==> src/rtl/game_screen_hold_anim_if.sv <==
// Pixel-side bus between the OLED driver / screen mux and the hold-tutorial screen.
interface game_screen_hold_anim_if;
  logic [6:0]  x;
  logic [5:0]  y;
  logic        frame_begin;
  logic        btn;
  logic        restart;
  logic [15:0] oled_data;
  logic        done;

  modport master (output x, y, frame_begin, btn, restart, input oled_data, done);
  modport slave  (input x, y, frame_begin, btn, restart, output oled_data, done);
endinterface

==> src/rtl/game_screen_hold_anim.sv <==
// Press-and-hold tutorial screen: blinking prompt, sliding hand sprite,
// progress bar that fills while the button is held, done once complete.
module game_screen_hold_anim #(
  parameter int          BLINK_FRAMES       = 30,
  parameter int          HOLD_FRAMES        = 60,
  parameter int          PRESS_OFFSET       = 2,
  parameter logic [15:0] BG_COLOUR          = 16'h001F,
  parameter logic [15:0] FG_COLOUR          = 16'hFFFF,
  parameter logic [15:0] BAR_COLOUR         = 16'h07E0,
  parameter logic [15:0] BTN_COLOUR         = 16'hF800,
  parameter logic [15:0] BTN_PRESSED_COLOUR = 16'hFFE0
) (
  input  logic                    clk,
  input  logic                    reset,
  game_screen_hold_anim_if.slave  bus
);

  typedef enum logic [1:0] {S_PROMPT, S_HOLD, S_DONE} state_t;

  state_t      r_state, w_state_nxt;
  logic [6:0]  r_hold_cnt, w_hold_nxt;
  logic [7:0]  r_frame_cnt;
  logic        r_blink_on;
  logic        r_btn_q;
  logic [15:0] r_oled;
  logic        r_done;
  logic        w_done_d, w_show_press, w_show_hold;

  // restart acts on any cycle and pre-empts the frame-rate FSM advance
  always_ff @(posedge clk or posedge reset) begin
    if (reset) begin
      r_state    <= S_PROMPT;
      r_hold_cnt <= '0;
    end else if (bus.restart) begin
      r_state    <= S_PROMPT;
      r_hold_cnt <= '0;
    end else if (bus.frame_begin) begin
      r_state    <= w_state_nxt;
      r_hold_cnt <= w_hold_nxt;
    end
  end

  always_comb begin
    w_state_nxt = r_state;
    w_hold_nxt  = r_hold_cnt;
    case (r_state)
      S_PROMPT: if (bus.btn) begin
        w_hold_nxt  = 7'd1;
        w_state_nxt = (HOLD_FRAMES == 1) ? S_DONE : S_HOLD;
      end
      S_HOLD: begin
        if (!bus.btn) begin
          w_state_nxt = S_PROMPT;
          w_hold_nxt  = '0;
        end else if (r_hold_cnt == 7'(HOLD_FRAMES - 1)) begin
          w_state_nxt = S_DONE;
          w_hold_nxt  = 7'(HOLD_FRAMES);
        end else begin
          w_hold_nxt  = r_hold_cnt + 7'd1;
        end
      end
      default: ;
    endcase
  end

  always_comb begin
    w_done_d     = (r_state == S_DONE);
    w_show_press = ((r_state == S_PROMPT) && r_blink_on) || (r_state == S_DONE);
    w_show_hold  = (r_state == S_HOLD) || (r_state == S_DONE);
  end

  // blink and button sample run every frame regardless of state or restart
  always_ff @(posedge clk or posedge reset) begin
    if (reset) begin
      r_frame_cnt <= '0;
      r_blink_on  <= 1'b1;
      r_btn_q     <= 1'b0;
    end else if (bus.frame_begin) begin
      r_btn_q <= bus.btn;
      if (r_frame_cnt == 8'(BLINK_FRAMES - 1)) begin
        r_frame_cnt <= '0;
        r_blink_on  <= ~r_blink_on;
      end else begin
        r_frame_cnt <= r_frame_cnt + 8'd1;
      end
    end
  end

  logic [6:0]  w_x, w_y, w_hoff;
  logic        w_bar_ol, w_bar_fill, w_hand, w_btn, w_press, w_holdtxt;
  logic [15:0] w_pix;

  always_comb begin
    w_x    = bus.x;
    w_y    = {1'b0, bus.y};
    w_hoff = r_btn_q ? 7'(PRESS_OFFSET) : 7'd0;

    w_bar_ol   = (((w_y == 7'd1) || (w_y == 7'd6)) && (w_x >= 7'd2) && (w_x <= 7'd93)) ||
                 (((w_x == 7'd2) || (w_x == 7'd93)) && (w_y >= 7'd1) && (w_y <= 7'd6));
    w_bar_fill = (w_x >= 7'd3) && ({1'b0, w_x} <= (8'd2 + {1'b0, r_hold_cnt})) &&
                 (w_y >= 7'd2) && (w_y <= 7'd5);
    w_hand     = (w_x >= 7'd30) && (w_x <= 7'd60) &&
                 (w_y >= 7'd8 + w_hoff) && (w_y <= 7'd48 + w_hoff) &&
                 ((w_x <= 7'd31) || (w_x >= 7'd59) ||
                  (w_y <= 7'd9 + w_hoff) || (w_y >= 7'd47 + w_hoff));
    w_btn      = (w_x >= 7'd45) && (w_x <= 7'd57) && (w_y >= 7'd55) && (w_y <= 7'd59);
    w_press    = w_show_press && (w_x >= 7'd3) && (w_x <= 7'd26) && (w_y >= 7'd12) && (w_y <= 7'd16);
    w_holdtxt  = w_show_hold && (w_x >= 7'd3) && (w_x <= 7'd21) && (w_y >= 7'd24) && (w_y <= 7'd28);

    w_pix = BG_COLOUR;
    if (w_x > 7'd95)              w_pix = BG_COLOUR;
    else if (w_bar_ol)            w_pix = FG_COLOUR;
    else if (w_bar_fill)          w_pix = BAR_COLOUR;
    else if (w_hand)              w_pix = FG_COLOUR;
    else if (w_btn)               w_pix = r_btn_q ? BTN_PRESSED_COLOUR : BTN_COLOUR;
    else if (w_press | w_holdtxt) w_pix = FG_COLOUR;
  end

  always_ff @(posedge clk or posedge reset) begin
    if (reset) begin
      r_oled <= BG_COLOUR;
      r_done <= 1'b0;
    end else begin
      r_oled <= w_pix;
      r_done <= w_done_d;
    end
  end

  assign bus.oled_data = r_oled;
  assign bus.done      = r_done;

endmodule

==> src/flat_wrapper.sv <==
// flat-port wrapper written by rule: the top's interface ports become plain ports
module game_screen_hold_anim_flat 
#(
  parameter int          BLINK_FRAMES       = 30,
  parameter int          HOLD_FRAMES        = 60,
  parameter int          PRESS_OFFSET       = 2,
  parameter logic [15:0] BG_COLOUR          = 16'h001F,
  parameter logic [15:0] FG_COLOUR          = 16'hFFFF,
  parameter logic [15:0] BAR_COLOUR         = 16'h07E0,
  parameter logic [15:0] BTN_COLOUR         = 16'hF800,
  parameter logic [15:0] BTN_PRESSED_COLOUR = 16'hFFE0
)
  (clk, reset, bus_x, bus_y, bus_frame_begin, bus_btn, bus_restart, bus_oled_data, bus_done);
  game_screen_hold_anim_if bus_i ();
  input  logic clk;
  input  logic reset;
  input wire logic [$bits(bus_i.x)-1:0] bus_x;
  input wire logic [$bits(bus_i.y)-1:0] bus_y;
  input wire logic [$bits(bus_i.frame_begin)-1:0] bus_frame_begin;
  input wire logic [$bits(bus_i.btn)-1:0] bus_btn;
  input wire logic [$bits(bus_i.restart)-1:0] bus_restart;
  output wire logic [$bits(bus_i.oled_data)-1:0] bus_oled_data;
  output wire logic [$bits(bus_i.done)-1:0] bus_done;
  assign bus_i.x = bus_x;
  assign bus_i.y = bus_y;
  assign bus_i.frame_begin = bus_frame_begin;
  assign bus_i.btn = bus_btn;
  assign bus_i.restart = bus_restart;
  assign bus_oled_data = bus_i.oled_data;
  assign bus_done = bus_i.done;
  game_screen_hold_anim #(.BLINK_FRAMES(BLINK_FRAMES), .HOLD_FRAMES(HOLD_FRAMES), .PRESS_OFFSET(PRESS_OFFSET), .BG_COLOUR(BG_COLOUR), .FG_COLOUR(FG_COLOUR), .BAR_COLOUR(BAR_COLOUR), .BTN_COLOUR(BTN_COLOUR), .BTN_PRESSED_COLOUR(BTN_PRESSED_COLOUR)) u_core (.clk(clk), .reset(reset), .bus(bus_i));
endmodule
==> config.mk <==
export PLATFORM = sky130hd
export DESIGN_NAME = game_screen_hold_anim_flat
export DESIGN_NICKNAME = d
export VERILOG_FILES = /design/src/rtl/game_screen_hold_anim_if.sv /design/src/rtl/game_screen_hold_anim.sv /design/src/flat_wrapper.sv
export SDC_FILE = /design/constraint.sdc
export NUM_CORES = 1
export LEC_CHECK = 0
export BUFFER_PORTS_ARGS = -buffer_cell sky130_fd_sc_hd__clkbuf_2
export CORE_MARGIN = 2
export CORE_UTILIZATION = 60
export CTS_CLUSTER_SIZE = 20
export DETAILED_ROUTE_END_ITERATION = 7
export PLACE_DENSITY = 0.83
export SYNTH_ARGS = -nofsm -noshare
export SYNTH_HDL_FRONTEND = slang
export SYNTH_SLANG_ARGS = --single-unit
==> constraint.sdc <==
create_clock -name clk -period 3.4 [get_ports clk]
set_clock_uncertainty 0.05 [all_clocks]
set_input_delay 0.85 -clock clk [delete_from_list [all_inputs] [get_ports clk]]
set_output_delay 0.85 -clock clk [all_outputs]
set_load 0.005 [all_outputs]
# ---- After elaboration in Yosys (flattened, before gate mapping)
# Cells that the tools add are included.
dict set report totals {
  reg_bits 36
  input_bits 18
  elab_cells 111
}
dict set report op_classes {
  add_sub_neg 7
  order_cmp 27
  eq_ne 10
  mux 21
  bitwise_logic 2
  reduce_logical 37
}
# cell count
set op_table {}
lappend op_table {{2-to-1 mux 16 bit} 6}
lappend op_table {{2-to-1 mux 7 bit} 5}
lappend op_table {{logical AND 1 bit} 23}
lappend op_table {{<= comparator 7 x 5 -> 1 bit, second input constant} 3}
lappend op_table {{adder 4 x 7 -> 7 bit, first input constant} 2}
lappend op_table {{adder 6 x 7 -> 7 bit, first input constant} 2}
lappend op_table {{>= comparator 6 x 7 -> 1 bit} 2}
lappend op_table {{>= comparator 7 x 2 -> 1 bit, second input constant} 2}
lappend op_table {{>= comparator 7 x 6 -> 1 bit, second input constant} 2}
lappend op_table {{<= comparator 6 x 7 -> 1 bit} 2}
lappend op_table {{<= comparator 7 x 6 -> 1 bit, second input constant} 2}
lappend op_table {{case mux 7 bit (2 select lines)} 1}
lappend op_table {{<= comparator 6 x 3 -> 1 bit, second input constant} 2}
lappend op_table {{<= comparator 6 x 5 -> 1 bit, second input constant} 2}
lappend op_table {{2-to-1 mux 2 bit} 6}
lappend op_table {{2-to-1 mux 11 bit} 1}
lappend op_table {{adder 2 x 7 -> 8 bit, first input constant} 1}
lappend op_table {{adder 8 x 1 -> 8 bit, second input constant} 1}
lappend op_table {{equality test 8 x 5 -> 1 bit, second input constant} 1}
lappend op_table {{<= comparator 7 x 8 -> 1 bit} 1}
lappend op_table {{logical OR 1 bit} 8}
lappend op_table {{2-to-1 mux 8 bit} 1}
lappend op_table {{adder 7 x 1 -> 7 bit, second input constant} 1}
lappend op_table {{equality test 7 x 2 -> 1 bit, second input constant} 1}
lappend op_table {{other kinds (26)} 26}

# ---- Longest topological paths before layout
# Gate-level depths: netlist (run 1).
dict set report logic_depth {
  word_depth 14
  depth_mapped 10
  depth_no_buf 10
}

# ---- Worst setup path before layout (run 1)
# No wires, ideal clock.
dict set report synth_path {
  path_type {input -> register}
  startpoint {input bus_y[1]}
  endpoint {register u_core.r_oled[10], in the netlist u_core.bus.oled_data[10]}
  setup_time_ps 76
  t_arrival_ps 2172
  required_time_ps 3274
  setup_slack_ps 1101
  cell_stages 8
  path_cell_list {inv_1 -> ha_1 -> nand2b_1 -> a21oi_1 -> o21ai_1 -> a2111oi_1 -> a211oi_2 -> o21ai_1}
}
dict set report synth_via {
  elab_chain_cells 10
  elab_cells_between_ends 42
}
# element line_no
set synth_rtl {}
lappend synth_rtl {{start: declaration} flat_wrapper.sv:18} ;# input wire logic [$bits(bus_i.y)-1:0] bus_y;
lappend synth_rtl {{>= comparator 6 x 4 -> 1 bit / >= comparator 6 x 5 -> 1 bit (equally long branches)} {game_screen_hold_anim.sv:107, game_screen_hold_anim.sv:108}}
lappend synth_rtl {{logical AND 1 bit, on equally long branches (2 in a row)} {game_screen_hold_anim.sv:107, game_screen_hold_anim.sv:108}}
lappend synth_rtl {{bitwise OR 1 bit} game_screen_hold_anim.sv:116} ;# else if (w_press | w_holdtxt) w_pix = FG_COLOUR;
lappend synth_rtl {{2-to-1 mux 16 bit} game_screen_hold_anim.sv:116}
lappend synth_rtl {{2-to-1 mux 16 bit} game_screen_hold_anim.sv:115} ;# else if (w_btn) w_pix = r_btn_q ? BTN_PRESSED_COLOUR : BTN_COLOUR;
lappend synth_rtl {{2-to-1 mux 16 bit} game_screen_hold_anim.sv:114} ;# else if (w_hand) w_pix = FG_COLOUR;
lappend synth_rtl {{2-to-1 mux 16 bit} game_screen_hold_anim.sv:113} ;# else if (w_bar_fill) w_pix = BAR_COLOUR;
lappend synth_rtl {{2-to-1 mux 16 bit *} game_screen_hold_anim.sv:112} ;# else if (w_bar_ol) w_pix = FG_COLOUR;
lappend synth_rtl {{2-to-1 mux 16 bit *} game_screen_hold_anim.sv:111} ;# if (w_x > 7'd95) w_pix = BG_COLOUR;
lappend synth_rtl {{net u_core.w_pix[10]} game_screen_hold_anim.sv:91} ;# logic [15:0] w_pix;
lappend synth_rtl {{end signal: assignment} game_screen_hold_anim.sv:124} ;# r_oled <= w_pix;
lappend synth_rtl {{end: declaration} game_screen_hold_anim.sv:25} ;# logic [15:0] r_oled;
# The timed path passes the listed nets; every way through them passes the cells marked *.
# A chain may end at the register's enable or synchronous reset.

# ---- Worst setup path after layout (run 1)
dict set report layout_path {
  startpoint {register u_core.r_hold_cnt[1]}
  endpoint {register u_core.r_oled[10], in the netlist u_core.bus.oled_data[10]}
}
dict set report layout_via {
  elab_chain_cells 8
}
# element line_no
set layout_rtl {}
lappend layout_rtl {{start: declaration} game_screen_hold_anim.sv:21} ;# logic [6:0] r_hold_cnt, w_hold_nxt;
lappend layout_rtl {{start signal: assignment} game_screen_hold_anim.sv:39} ;# r_hold_cnt <= w_hold_nxt;
lappend layout_rtl {{adder 2 x 7 -> 8 bit} game_screen_hold_anim.sv:100} ;# w_bar_fill = (w_x >= 7'd3) && ({1'b0, w_x} <= (8'd2 + {1'b0, r_hold_cnt})) &&
lappend layout_rtl {{<= comparator 7 x 8 -> 1 bit} game_screen_hold_anim.sv:100}
lappend layout_rtl {{logical AND 1 bit (2 in a row)} game_screen_hold_anim.sv:100}
lappend layout_rtl {{logical AND 1 bit} game_screen_hold_anim.sv:101} ;# (w_y >= 7'd2) && (w_y <= 7'd5);
lappend layout_rtl {{2-to-1 mux 16 bit} game_screen_hold_anim.sv:113}
lappend layout_rtl {{2-to-1 mux 16 bit} game_screen_hold_anim.sv:112}
lappend layout_rtl {{2-to-1 mux 16 bit} game_screen_hold_anim.sv:111}
lappend layout_rtl {{net u_core.w_pix[10]} game_screen_hold_anim.sv:91}
# The timed path passes the listed nets, and every way through them passes these cells.

==> results of run 1 <==
[power breakdown]
| part | switching [W] | internal (W) |
|---|---|---|
| Sequential | 0.0000523 | 0.000329 |
| Combinational | 0.000123 | 0.000101 |
| Clock | 0.0000836 | 0.0000440 |
[logic make-up after synthesis]
logic type / share of synthesized area (%)
flops: 29.9
simple gates: 23.5
compound gates: 16.8
fa+ha+maj: 13.0
mux: 1.04
xor+xnor: 6.80
buf+inv: 8.94
[state kept, by name, summed over array words and instances, names as in the netlist]
signal	flops
u_core.r_frame_cnt	8
u_core.r_btn_q	1
u_core.r_state	2
u_core.bus.done	1
u_core.r_blink_on	1
u_core.bus.oled_data	3
u_core.r_hold_cnt	7
[routing by layer]
| metal | GRT usage [%] | vias up | wire [um] |
|---|---|---|---|
| met2 | 36.3 | 49 | 1770 |
| met3 | 4.26 | 6 | 203 |
| met1 | 32.6 | 765 | 1800 |
| met5 | 0 | - | 0 |
| met4 | 3.73 | 0 | 31 |
| li1 | - | 848 | - |
[layout by cell type (no fill, tap or decap), types with 2 or more instances in the layout]
cell type	synthesis	layout
and3_1	6	6
a22o_1	5	5
nand3_1	9	9
mux2i_1	2	2
dfstp_2	2	2
dfrtp_1	21	21
nand2_1	26	26
a21oi_1	7	7
o211ai_1	2	2
or3_1	2	2
nor2_1	30	30
nand2b_1	5	5
clkbuf_4	0	3
a31oi_1	2	2
o22ai_1	2	2
xor2_1	7	7
a21o_1	3	3
o21ai_0	7	7
a2111oi_0	2	2
ha_1	20	20
a211oi_1	3	3
nor3_1	4	4
inv_1	11	11
o21ai_1	4	4
xnor2_1	8	8
clkbuf_2	0	34
nand4_1	7	7
[cell type report]
| type | count | area share, % |
|---|---|---|
| clock inverter | 1 | 0.244 |
| multi-input combinational | 178 | 57.5 |
| sequential | 23 | 28.2 |
| tap | 44 | 2.68 |
| clock buffer | 3 | 1.10 |
| inverter | 11 | 2.01 |
| timing repair buffer | 34 | 8.29 |
[critical path: stages, from the launching register on]
cell and delay [ns]:
dfrtp_1 0.46, ha_1 0.26, and3_1 0.22, xnor2_1 0.13
ha_1 0.29, nand4_1 0.11, a21oi_1 0.05, a2111oi_0 0.37
o31ai_1 0.16, a22o_1 0.21, o21ai_1 0.06
[worst paths after layout]
check                      slack (ns)                         startpoint                                  to
setup / recovery                 0.95   u_core.r_hold_cnt[1]$_DFFE_PP0P_  u_core.bus.oled_data[10]$_DFF_PP0_
hold / removal                   0.43  u_core.r_frame_cnt[7]$_DFFE_PP0P_   u_core.r_frame_cnt[7]$_DFFE_PP0P_
setup reg to reg                 0.95   u_core.r_hold_cnt[1]$_DFFE_PP0P_  u_core.bus.oled_data[10]$_DFF_PP0_
hold reg to reg                  0.43  u_core.r_frame_cnt[7]$_DFFE_PP0P_   u_core.r_frame_cnt[7]$_DFFE_PP0P_
max in group asynchronous        2.20                              reset    u_core.r_hold_cnt[4]$_DFFE_PP0P_
min in group asynchronous        0.60                              reset    u_core.r_hold_cnt[3]$_DFFE_PP0P_
[stage by stage]
step | instances | power (W) | setup slack, ns | util [%] | hold slack (ns)
floorplan | 231 | 0.000551 | 1.10 | - | 0.396
global placement | 290 | 0.000601 | 0.803 | 66.4 | 0.422
detailed placement | 290 | 0.000610 | 0.742 | 66.4 | 0.414
CTS | 294 | 0.000734 | 0.946 | 67.3 | 0.435
global route | 294 | 0.000793 | 0.833 | 67.3 | 0.462
finish | 294 | 0.000733 | 0.951 | 67.3 | 0.431
==> summary.txt, run 1 <==
Outcome
  – Run status: completed

Logic synthesis
  – Number of instances in the synthesized netlist: 231
  – Count of yosys warnings during synthesis: 0
  – Total nets after synthesis: roughly 270
  – Fraction of the yosys area taken by sequential cells: 29.9%
  – Avg Cell Area, Syn: approximately 8.4 sq um
  – Predominant post-synthesis flop cell: dfrtp_1
  – Library cell with the highest instance count after synthesis: nor2_1
  – Number of storage elements in the synthesis netlist: 23
  – Cell area after synthesis: 1930 sq um
  – Leading cell types by total area after synthesis: dfrtp_1 (27%), ha_1 (13%), nor2_1 (5.8%), buf_4 (5.1%), nand2_1 (5.1%)
  – Area share of the largest cell type after synthesis: between 20% and 30%
  – Post-synth EDFFs: 0
  – Count of cell types in the netlist: 44
  – Post-synthesis cell type with the largest combined area: dfrtp_1
  – Async SR Flop Fraction: 100%
  – Most frequent cells after synthesis: nor2_1 (30), nand2_1 (26), dfrtp_1 (21), ha_1 (20), buf_4 (13)

STA
  – Relative slew slack: 45.7%
  – Hold violation count in the final report: 0
  – Post-route minimum period: 2.45 ns
  – Ratio of final minimum period to clock period: between 70 and 80%
  – Final setup violation count: 0
  – FMAX: 0.408 GHz
  – Count of final max-slew check failures: 0
  – Sum of negative setup slack: 0 ns
  – Slew @ Worst Pin: between 0.8 and 0.9 ns
  – RSZ-0062 raised after global routing: false

Clocking
  – Clock edge transition at the registers on the reported setup and hold paths: around 0.13 ns
  – # resized after CTS: 0
  – Number of buffers created by CTS: 3
  – Clock Latency Late Sink: 0.31 ns
  – Count of H-tree levels built during CTS: 1
  – Clock root buffer: clkbuf_4
  – Clock tree from TritonCTS: yes
  – Count of clock tree sinks: 23
  – Maximum buffer depth of the clock tree: 2
  – Number of buffers inserted to repair setup after CTS: 0
  – CTS Hold Buffers Added: 0

Detailed routing
  – Number of search-and-repair iterations in the first detailed-routing pass: 4
  – DRT antenna net count: 0
  – Post-route DRC: 0
  – Count of routing violations after the opening detailed-route iteration: between 100 and 150
  – Number of vias per cell after detailed routing: 5.67
  – Routed WL: 3.81 mm
  – Total via count after detailed routing: between 1,500 and 2,000
  – Routed length per placed instance: 13.0 um

Setup path
  – Required time of the critical path: ~3.6 ns
  – Data arrival time at the worst-slack endpoint: about 2.7 ns
  – Largest fanout of any net on the critical path: 5
  – Worst-case reg-to-reg path depth: 10
  – Worst setup SP type: register
  – Crit Path Category: register to register
  – Nature of the critical path endpoint: register

Global routing
  – First-pass GRT wire length: 6.37 mm
  – Maximum number of pins on one net before global-route repair: 24
  – Remaining global-route overflow: 0
  – GRT Overall Usage: 22.7%
  – Initial antenna violation count: 0
  – Via count of the first global-routing pass: 1,414

Placement
  – Total of buffers placed on input and output ports: 34
  – DP HPWL: 2.97 mm
  – Last weighted congestion value of the routability-driven placer: 0.911
  – Cell Area, Placed: a little over 2000 sq um

Worst hold path
  – Worst Hold Path Cells: 1
  – Hold WC Path Type: register to register

Power
  – Worst ir drop on vdd: 0.243 mV
  – Pwr Density: 357 nW/um^2
  – Leakage power total: 0.999 nW

Layout
  – Net count, final: 289
  – Footprint of the flip-flops and latches: roughly 580 sq um
  – Filler cell count in the final layout: ~280
  – Share of post-route cells with drive strength above 1: about 17%
  – Final Cell Area: 2050 sq um
  – Antenna diode count: 0
  – Synth-to-Final Area Change: 6.28%
  – Total area of multi-input combinational cells: 1180 sq um

Floorplanning
  – DIE AREA: about 3700 sq um
  – Horiz. Die Dim: around 61 um
  – Vertical die dimension: around 61 um
  – Top Ports: 35
  – Placeable core area: 3050 sq um
  – Starting density of the core: 63.3%
  – Number of core rows: 20

Flow run
  – Total of max-cap violations: 0
No activity file was read; power rests on OpenSTA's default activity.
==> run 2, diff against run 1 <==
--- a/config.mk
+++ b/config.mk
@@ -5,12 +5,13 @@
 export SDC_FILE = /design/constraint.sdc
 export NUM_CORES = 1
 export LEC_CHECK = 0
+export ABC_AREA = 1
 export BUFFER_PORTS_ARGS = -buffer_cell sky130_fd_sc_hd__clkbuf_2
 export CORE_MARGIN = 2
-export CORE_UTILIZATION = 60
+export CORE_UTILIZATION = 57
 export CTS_CLUSTER_SIZE = 20
 export DETAILED_ROUTE_END_ITERATION = 7
-export PLACE_DENSITY = 0.83
+export PLACE_DENSITY = 0.78
 export SYNTH_ARGS = -nofsm -noshare
 export SYNTH_HDL_FRONTEND = slang
 export SYNTH_SLANG_ARGS = --single-unit
==> constraint.sdc (replaced) <==
create_clock -name clk -period 2.4 [get_ports clk]
set_clock_uncertainty 0.05 [all_clocks]
set_input_delay 0.6 -clock clk [delete_from_list [all_inputs] [get_ports clk]]
set_output_delay 0.6 -clock clk [all_outputs]
set_load 0.005 [all_outputs]
==> run 2 against run 1 <==
  * Count of clock-buffer cells in the layout rose by 1
  * Final cell count is 32% higher
  * Via count rose by 24%
  * Critical path type unchanged
  * Critical endpoint unchanged
  * Largest cell class unchanged
  * Largest power group unchanged
  * Highest routed layer unchanged
==> summary.txt, run 2 <==
Global routing
  – Met3 capacity usage during global routing: under 10%
  – Via count of the first global-routing pass: 1,886
  – GRT Overall Usage: around 23%
  – Global-route track usage on met1: 29.0%
  – Routing layer with the top usage in global route: met2
  – Remaining global-route overflow: 0
  – Initial antenna violation count: 0
  – First-pass GRT wire length: slightly below 8 mm
  – Met2 track utilization from global routing: 40.4%
  – Maximum number of pins on one net before global-route repair: 24

Setup path
  – Nature of the critical path endpoint: register
  – Top Family by Delay on Critical Path: simple AND/OR/NAND/NOR gates
  – Worst setup SP type: register
  – Worst path slowest cell: dfrtp_1
  – Cell Chain, Critical Path: ha_2, nand2_2, nor2_4, xor2_1, ha_1, nand2_1, nor2_1, o21ai_0, nand3_1, nand2_1, nand2_1, nand2_1, nand2_1, nand2_1, nor2_1, nor2_1
  – Largest fanout of any net on the critical path: 5
  – Max stage delay on crit path: 0.43 ns
  – Buffer and inverter count on the worst path: 0
  – Required time of the critical path: 2.51 ns
  – Crit Path Category: register to register
  – Crit path top cell by count: nand2_1
  – Data arrival time at the worst-slack endpoint: 2.25 ns

Logic synthesis
  – Number of storage elements in the synthesis netlist: 23
  – Predominant post-synthesis flop cell: dfrtp_1
  – Count of yosys warnings during synthesis: 0
  – Most frequent cells after synthesis: nand2_1 (71), inv_1 (47), nor2_1 (37), nand3_1 (31), dfrtp_1 (21)
  – Area share of the largest cell type after synthesis: roughly 25%
  – Total nets after synthesis: about 350
  – Post-synthesis cell type with the largest combined area: dfrtp_1
  – Count of cell types in the netlist: 30
  – Fraction of the yosys area taken by sequential cells: 27.1%
  – Number of instances in the synthesized netlist: 315
  – Cell area after synthesis: 2130 sq um
  – Avg Cell Area, Syn: 6.78 sq um
  – Post-synth EDFFs: 0
  – Leading cell types by total area after synthesis: dfrtp_1 (25%), nand2_1 (12%), ha_1 (12%), inv_1 (8.3%), nand3_1 (7.3%)
  – Async SR Flop Fraction: 100%
  – Library cell with the highest instance count after synthesis: nand2_1

Clocking
  – Number of buffers inserted to repair setup after CTS: 0
  – Number of buffers created by CTS: 3
  – CTS Hold Buffers Added: 0
  – Maximum buffer depth of the clock tree: 2
  – # resized after CTS: 0
  – Count of clock tree sinks: 23
  – Clock root buffer: clkbuf_8
  – Count of H-tree levels built during CTS: 1
  – Clock Latency Late Sink: 0.26 ns
  – Clock edge transition at the registers on the reported setup and hold paths: 0.08 ns
  – Clock tree from TritonCTS: yes

Layout
  – Register containing the most flip-flops in the final layout: u_core.r_frame_cnt
  – Share of post-route cells with drive strength above 1: 15.9%
  – Leading cell type in the layout, fill and taps excluded: nand2_1
  – Net count, final: 379
  – Synth-to-Final Area Change: 8.91%
  – Antenna diode count: 0
  – Number of flip-flops under the largest register name: 8
  – Leading cell types in the layout, fill and taps excluded: nand2_1 (70), inv_1 (47), nor2_1 (36)

Detailed routing
  – Count of routing violations after the opening detailed-route iteration: ~140
  – Post-route DRC: 0
  – Number of vias per cell after detailed routing: 5.33
  – Number of search-and-repair iterations in the first detailed-routing pass: 4
  – Routed WL: 4.57 mm
  – Routed length per placed instance: 11.8 um
  – Total via count after detailed routing: a little over 2,000
  – DRT antenna net count: 0

STA
  – RSZ-0062 raised after global routing: false
  – FMAX: ~0.47 GHz
  – Ratio of final minimum period to clock period: between 80% and 90%
  – Sum of negative setup slack: 0 ns
  – Worst Hold Margin: 0.283 ns
  – Post-route minimum period: 2.14 ns
  – Hold violation count in the final report: 0
  – Slew @ Worst Pin: roughly 0.42 ns
  – Relative slew slack: between 70% and 80%
  – Final setup violation count: 0
  – Count of final max-slew check failures: 0

Floorplanning
  – Horiz. Die Dim: 65.2 um
  – Starting density of the core: between 50% and 60%
  – Vertical die dimension: 65.2 um
  – Placeable core area: 3630 sq um
  – Top Ports: 35
  – Number of core rows: 22
  – DIE AREA: between 4000 and 5000 sq um

Power
  – Pwr Density: 501 nW/um^2
  – Worst ir drop on vdd: approximately 0.46 mV
  – Leakage power total: 1.23 nW

Placement
  – DP HPWL: 3.65 mm
  – Last weighted congestion value of the routability-driven placer: 0.942
  – Total of buffers placed on input and output ports: 34

Outcome
  – Run status: completed

Flow run
  – Total of max-cap violations: 0

Worst hold path
  – Hold WC Path Type: primary input to asynchronous set/reset pin
==> run 2: changes by cell type in the layout (fill, tap and decap cells not counted), moves of 6 or more <==
| cell | delta |
|---|---|
| nand2_1 | +44 |
| inv_1 | +36 |
| nand3_1 | +22 |
| a21oi_1 | +7 |
| nor2_1 | +6 |
| xnor2_1 | -6 |
==> run 2: cells by family after synthesis <==
family                     after synthesis  share of synthesized area [%]
AOI/OAI and AO/OA                       40                           10.9
xor gates and xnor gates                 8                           3.28
adders and majority gates               20                           11.7
DFF                                     23                           27.1
buffers and inverters                   64                           13.7
and+or+nand+nor                        160                           33.3
==> run 2: per-layer routing <==
metal  vias to the layer above  routed length, um  share of wire (%)
met3                         6                184                4.0
li1                       1068                  -                  -
met1                       937               2150                 47
met4                         0                 59                1.3
met5                         -                  0                  0
met2                        57               2190                 48
==> run 2: layout make-up <==
cell class / count / area (sq um)
fillers: 351 / 1310
multi-input cells: 228 / 1280
flip-flops and latches: 23 / 578
inverters: 50 / 188
repair buffers: 35 / 178
well taps: 48 / 60.1
clock buffers: 4 / 45.0
==> run 2: metrics by stage <==
stage / utilization [%] / cells / setup slack (ns) / instance area (sq um) / power, W
3_5_place_dp: 62.4 / 384 / 0.164 / 2270 / 0.000931
4_1_cts: 63.6 / 388 / 0.144 / 2310 / 0.00117
3_3_place_gp: 62.4 / 384 / 0.275 / 2270 / 0.000920
5_1_grt: 64.0 / 388 / 0.0186 / 2320 / 0.00126
6_report: 64.0 / 388 / 0.259 / 2320 / 0.00116
2_1_floorplan: - / 315 / 0.367 / 2130 / 0.000831
==> run 2: final timing paths <==
path / from / end / slack (ns) / depth (start not counted)
max in group asynchronous: reset / u_core.bus.oled_data[4]$_DFF_PP1_ / 1.72 / 3
min in group clk: u_core.r_frame_cnt[7]$_DFFE_PP0P_ / u_core.r_frame_cnt[7]$_DFFE_PP0P_ / 0.44 / 1
worst max-delay path: u_core.r_hold_cnt[1]$_DFFE_PP0P_ / u_core.bus.oled_data[10]$_DFF_PP0_ / 0.26 / 16
worst min-delay path: reset / u_core.r_frame_cnt[0]$_DFFE_PP0P_ / 0.28 / 3
worst min register to register: u_core.r_frame_cnt[7]$_DFFE_PP0P_ / u_core.r_frame_cnt[7]$_DFFE_PP0P_ / 0.44 / 1
worst max register to register: u_core.r_hold_cnt[1]$_DFFE_PP0P_ / u_core.bus.oled_data[10]$_DFF_PP0_ / 0.26 / 16
==> run 2: where the power goes <==
part,internal [W],switching (W)
Sequential,0.000464,0.0000905
Clock,0.000118,0.000121
Combinational,0.000152,0.000218
==> run 2: worst reg2reg max path, delay by kind of cell (launching register included) <==
| family | cells | cell delay [ns] |
|---|---|---|
| AO/OA/AOI/OAI | 1 | 0.10 |
| flip-flops | 1 | 0.43 |
| XOR/XNOR | 1 | 0.14 |
| AND/OR/NAND/NOR | 12 | 0.82 |
| adder cells (fa/ha/maj) | 2 | 0.51 |
==> run 3, diff against run 2 <==
--- a/config.mk
+++ b/config.mk
@@ -5,10 +5,9 @@
 export SDC_FILE = /design/constraint.sdc
 export NUM_CORES = 1
 export LEC_CHECK = 0
-export ABC_AREA = 1
 export BUFFER_PORTS_ARGS = -buffer_cell sky130_fd_sc_hd__clkbuf_2
 export CORE_MARGIN = 2
-export CORE_UTILIZATION = 57
+export CORE_UTILIZATION = 56
 export CTS_CLUSTER_SIZE = 20
 export DETAILED_ROUTE_END_ITERATION = 7
 export PLACE_DENSITY = 0.78
==> run 3 against run 2 <==
  * Via count decreased by 16%
  * Non-clock buffer count rose by 6
  * Critical path depth decreased by 6
  * Clock power decreased by 26%
  * Setup slack lost 0.12 ns
  * Wire length is 16% lower
  * Core utilization down 0.50 points
  * Total power decreased by 10%
  * Flip-flop and latch count unchanged
  * Fmax down 5.4%
  * Sequential share of layout area grew 2.4 points
==> summary.txt, run 3 (synthesis results as in run 1) <==
Placement
  – Total of buffers placed on input and output ports: 34
  – Cell Area, Placed: 2080 sq um
  – Last weighted congestion value of the routability-driven placer: 0.923
  – DP HPWL: 3.01 mm
  – Post-Place Cells: between 200 and 300

Setup path
  – Nature of the critical path endpoint: register
  – Worst path slowest cell: dfrtp_1
  – Required time of the critical path: 2.56 ns
  – Largest fanout of any net on the critical path: 3
  – Max stage delay on crit path: 0.40 ns
  – Cell Chain, Critical Path: ha_1, and3_1, xnor2_1, ha_1, nand4_1, a21oi_2, a2111oi_2, o31ai_1, a22o_1, o21ai_1
  – Worst setup SP type: register
  – Data arrival time at the worst-slack endpoint: 2.43 ns
  – Crit path top cell by count: ha_1
  – Crit Path Category: register to register

Clocking
  – Clock edge transition at the registers on the reported setup and hold paths: 0.13 ns
  – Clock root buffer: clkbuf_4
  – Count of H-tree levels built during CTS: 1
  – Count of clock tree sinks: 23
  – Clock Latency Late Sink: 0.31 ns
  – Maximum buffer depth of the clock tree: 2
  – Number of buffers inserted to repair setup after CTS: 0
  – Clock tree from TritonCTS: yes
  – Number of buffers created by CTS: 3

Detailed routing
  – Routed WL: 3.85 mm
  – Number of vias per cell after detailed routing: 5.73
  – Routed length per placed instance: 12.7 um
  – Total via count after detailed routing: 1,737
  – Count of routing violations after the opening detailed-route iteration: 79
  – Number of search-and-repair iterations in the first detailed-routing pass: 4
  – DRT antenna net count: 0
  – Post-route DRC: 0

Layout
  – Leading cell types in the layout, fill and taps excluded: clkbuf_2 (34), nor2_1 (30), nand2_1 (26)
  – Register containing the most flip-flops in the final layout: u_core.r_frame_cnt
  – Number of flip-flops under the largest register name: 8
  – Antenna diode count: 0
  – Final core utilization: 63.5%
  – Final Cell Area: 2120 sq um
  – Net count, final: 296
  – Post-layout instance count excluding filler cells: 303
  – Share of post-route cells with drive strength above 1: about a fifth
  – Synth-to-Final Area Change: 9.65%
  – Leading cell type in the layout, fill and taps excluded: clkbuf_2
  – Filler cell count in the final layout: 295

STA
  – FMAX: about 0.44 GHz
  – Final setup violation count: 0
  – Relative slew slack: 63.1%
  – Count of final max-slew check failures: 0
  – Sum of negative setup slack: 0 ns
  – Post-route minimum period: 2.26 ns
  – Hold violation count in the final report: 0
  – RSZ-0062 raised after global routing: false
  – Slew @ Worst Pin: 0.539 ns
  – Worst Hold Margin: 0.221 ns
  – Ratio of final minimum period to clock period: a little over nine tenths

Floorplanning
  – Horiz. Die Dim: 62.7 um
  – Number of core rows: 21
  – Placeable core area: 3340 sq um
  – Top Ports: 35
  – DIE AREA: 3940 sq um
  – Vertical die dimension: 62.7 um
  – Starting density of the core: between 50% and 60%

Global routing
  – GRT Overall Usage: 20.8%
  – First-pass GRT wire length: 6.77 mm
  – Via count of the first global-routing pass: 1,556
  – Remaining global-route overflow: 0
  – Maximum number of pins on one net before global-route repair: 24
  – Initial antenna violation count: 0

Power
  – Leakage power total: 1.03 nW
  – Worst ir drop on vdd: 0.395 mV
  – Pwr Density: 495 nW/um^2

Outcome
  – Run status: completed

Worst hold path
  – Hold WC Path Type: primary input to asynchronous set/reset pin

Flow run
  – Total of max-cap violations: 0
run 3: cell types whose count changed in the layout (fill, tap and decap cells not counted), sizes merged, moves of 6 or more:
cell / previous run / this run
nand2: 72 / 26
buf: 1 / 7
a21oi: 14 / 8
nor2: 40 / 30
nand3: 31 / 9
xnor2: 2 / 8
inv: 50 / 11
run 3: area by class of cell:
class / count / area [sq um] / share of cell area (%)
Clock buffer: 3 / 22.5 / 1.06
Clock inverter: 1 / 5.00 / 0.236
Inverter: 11 / 41.3 / 1.95
Multi-Input combinational cell: 178 / 1190 / 56.2
Sequential cell: 23 / 578 / 27.3
Tap cell: 46 / 57.6 / 2.72
Timing Repair Buffer: 41 / 223 / 10.5
run 3: metal layers:
layer	vias up	GRT usage (%)	part of all wire, %
met5	-	0	0
met4	0	2.50	0
met3	0	3.96	6.0
met2	48	34.3	47
met1	828	29.3	47
li1	861	-	-
run 3: per-stage QoR:
| step | total power, W | setup WS, ns |
|---|---|---|
| 2_1_floorplan | 0.000780 | 0.151 |
| 3_3_place_gp | 0.000861 | 0.116 |
| 3_5_place_dp | 0.000877 | 0.0882 |
| 4_1_cts | 0.00106 | 0.0645 |
| 5_1_grt | 0.00113 | 0.00733 |
| 6_report | 0.00105 | 0.137 |
run 3: worst max-delay path: cells and delay by family, from the launching register on:
family | cells | cell delay, ns
flip-flops | 1 | 0.40
AND/OR/NAND/NOR | 2 | 0.36
adder cells (fa/ha/maj) | 2 | 0.54
XOR/XNOR | 1 | 0.13
AO/OA/AOI/OAI | 5 | 0.69
run 3: path summary, 6_finish.rpt:
path	start	endpoint	slack [ns]	depth (start not counted)
max reg2reg	u_core.r_hold_cnt[1]$_DFFE_PP0P_	u_core.bus.oled_data[10]$_DFF_PP0_	0.14	10
max in group asynchronous	reset	u_core.r_blink_on$_DFFE_PP1P_	1.80	3
min	reset	u_core.r_frame_cnt[1]$_DFFE_PP0P_	0.22	3
max	u_core.r_hold_cnt[1]$_DFFE_PP0P_	u_core.bus.oled_data[10]$_DFF_PP0_	0.14	10
min in group clk	u_core.r_frame_cnt[7]$_DFFE_PP0P_	u_core.r_frame_cnt[7]$_DFFE_PP0P_	0.44	1
min reg2reg	u_core.r_frame_cnt[7]$_DFFE_PP0P_	u_core.r_frame_cnt[7]$_DFFE_PP0P_	0.44	1
run 3: repair_timing:
action                                  4_1_cts  5_1_grt
resized for setup                             0        3
hold buffers                                  0        0
endpoints found under the setup margin        0        2
endpoints found under the hold margin         0        0
run 3: where the power goes:
part	switching, W	total (W)	internal (W)	leakage (nW)
Clock	0.000116	0.000178	0.0000623	0.0177
Sequential	0.0000764	0.000543	0.000467	0.297
Combinational	0.000178	0.000328	0.000150	0.719
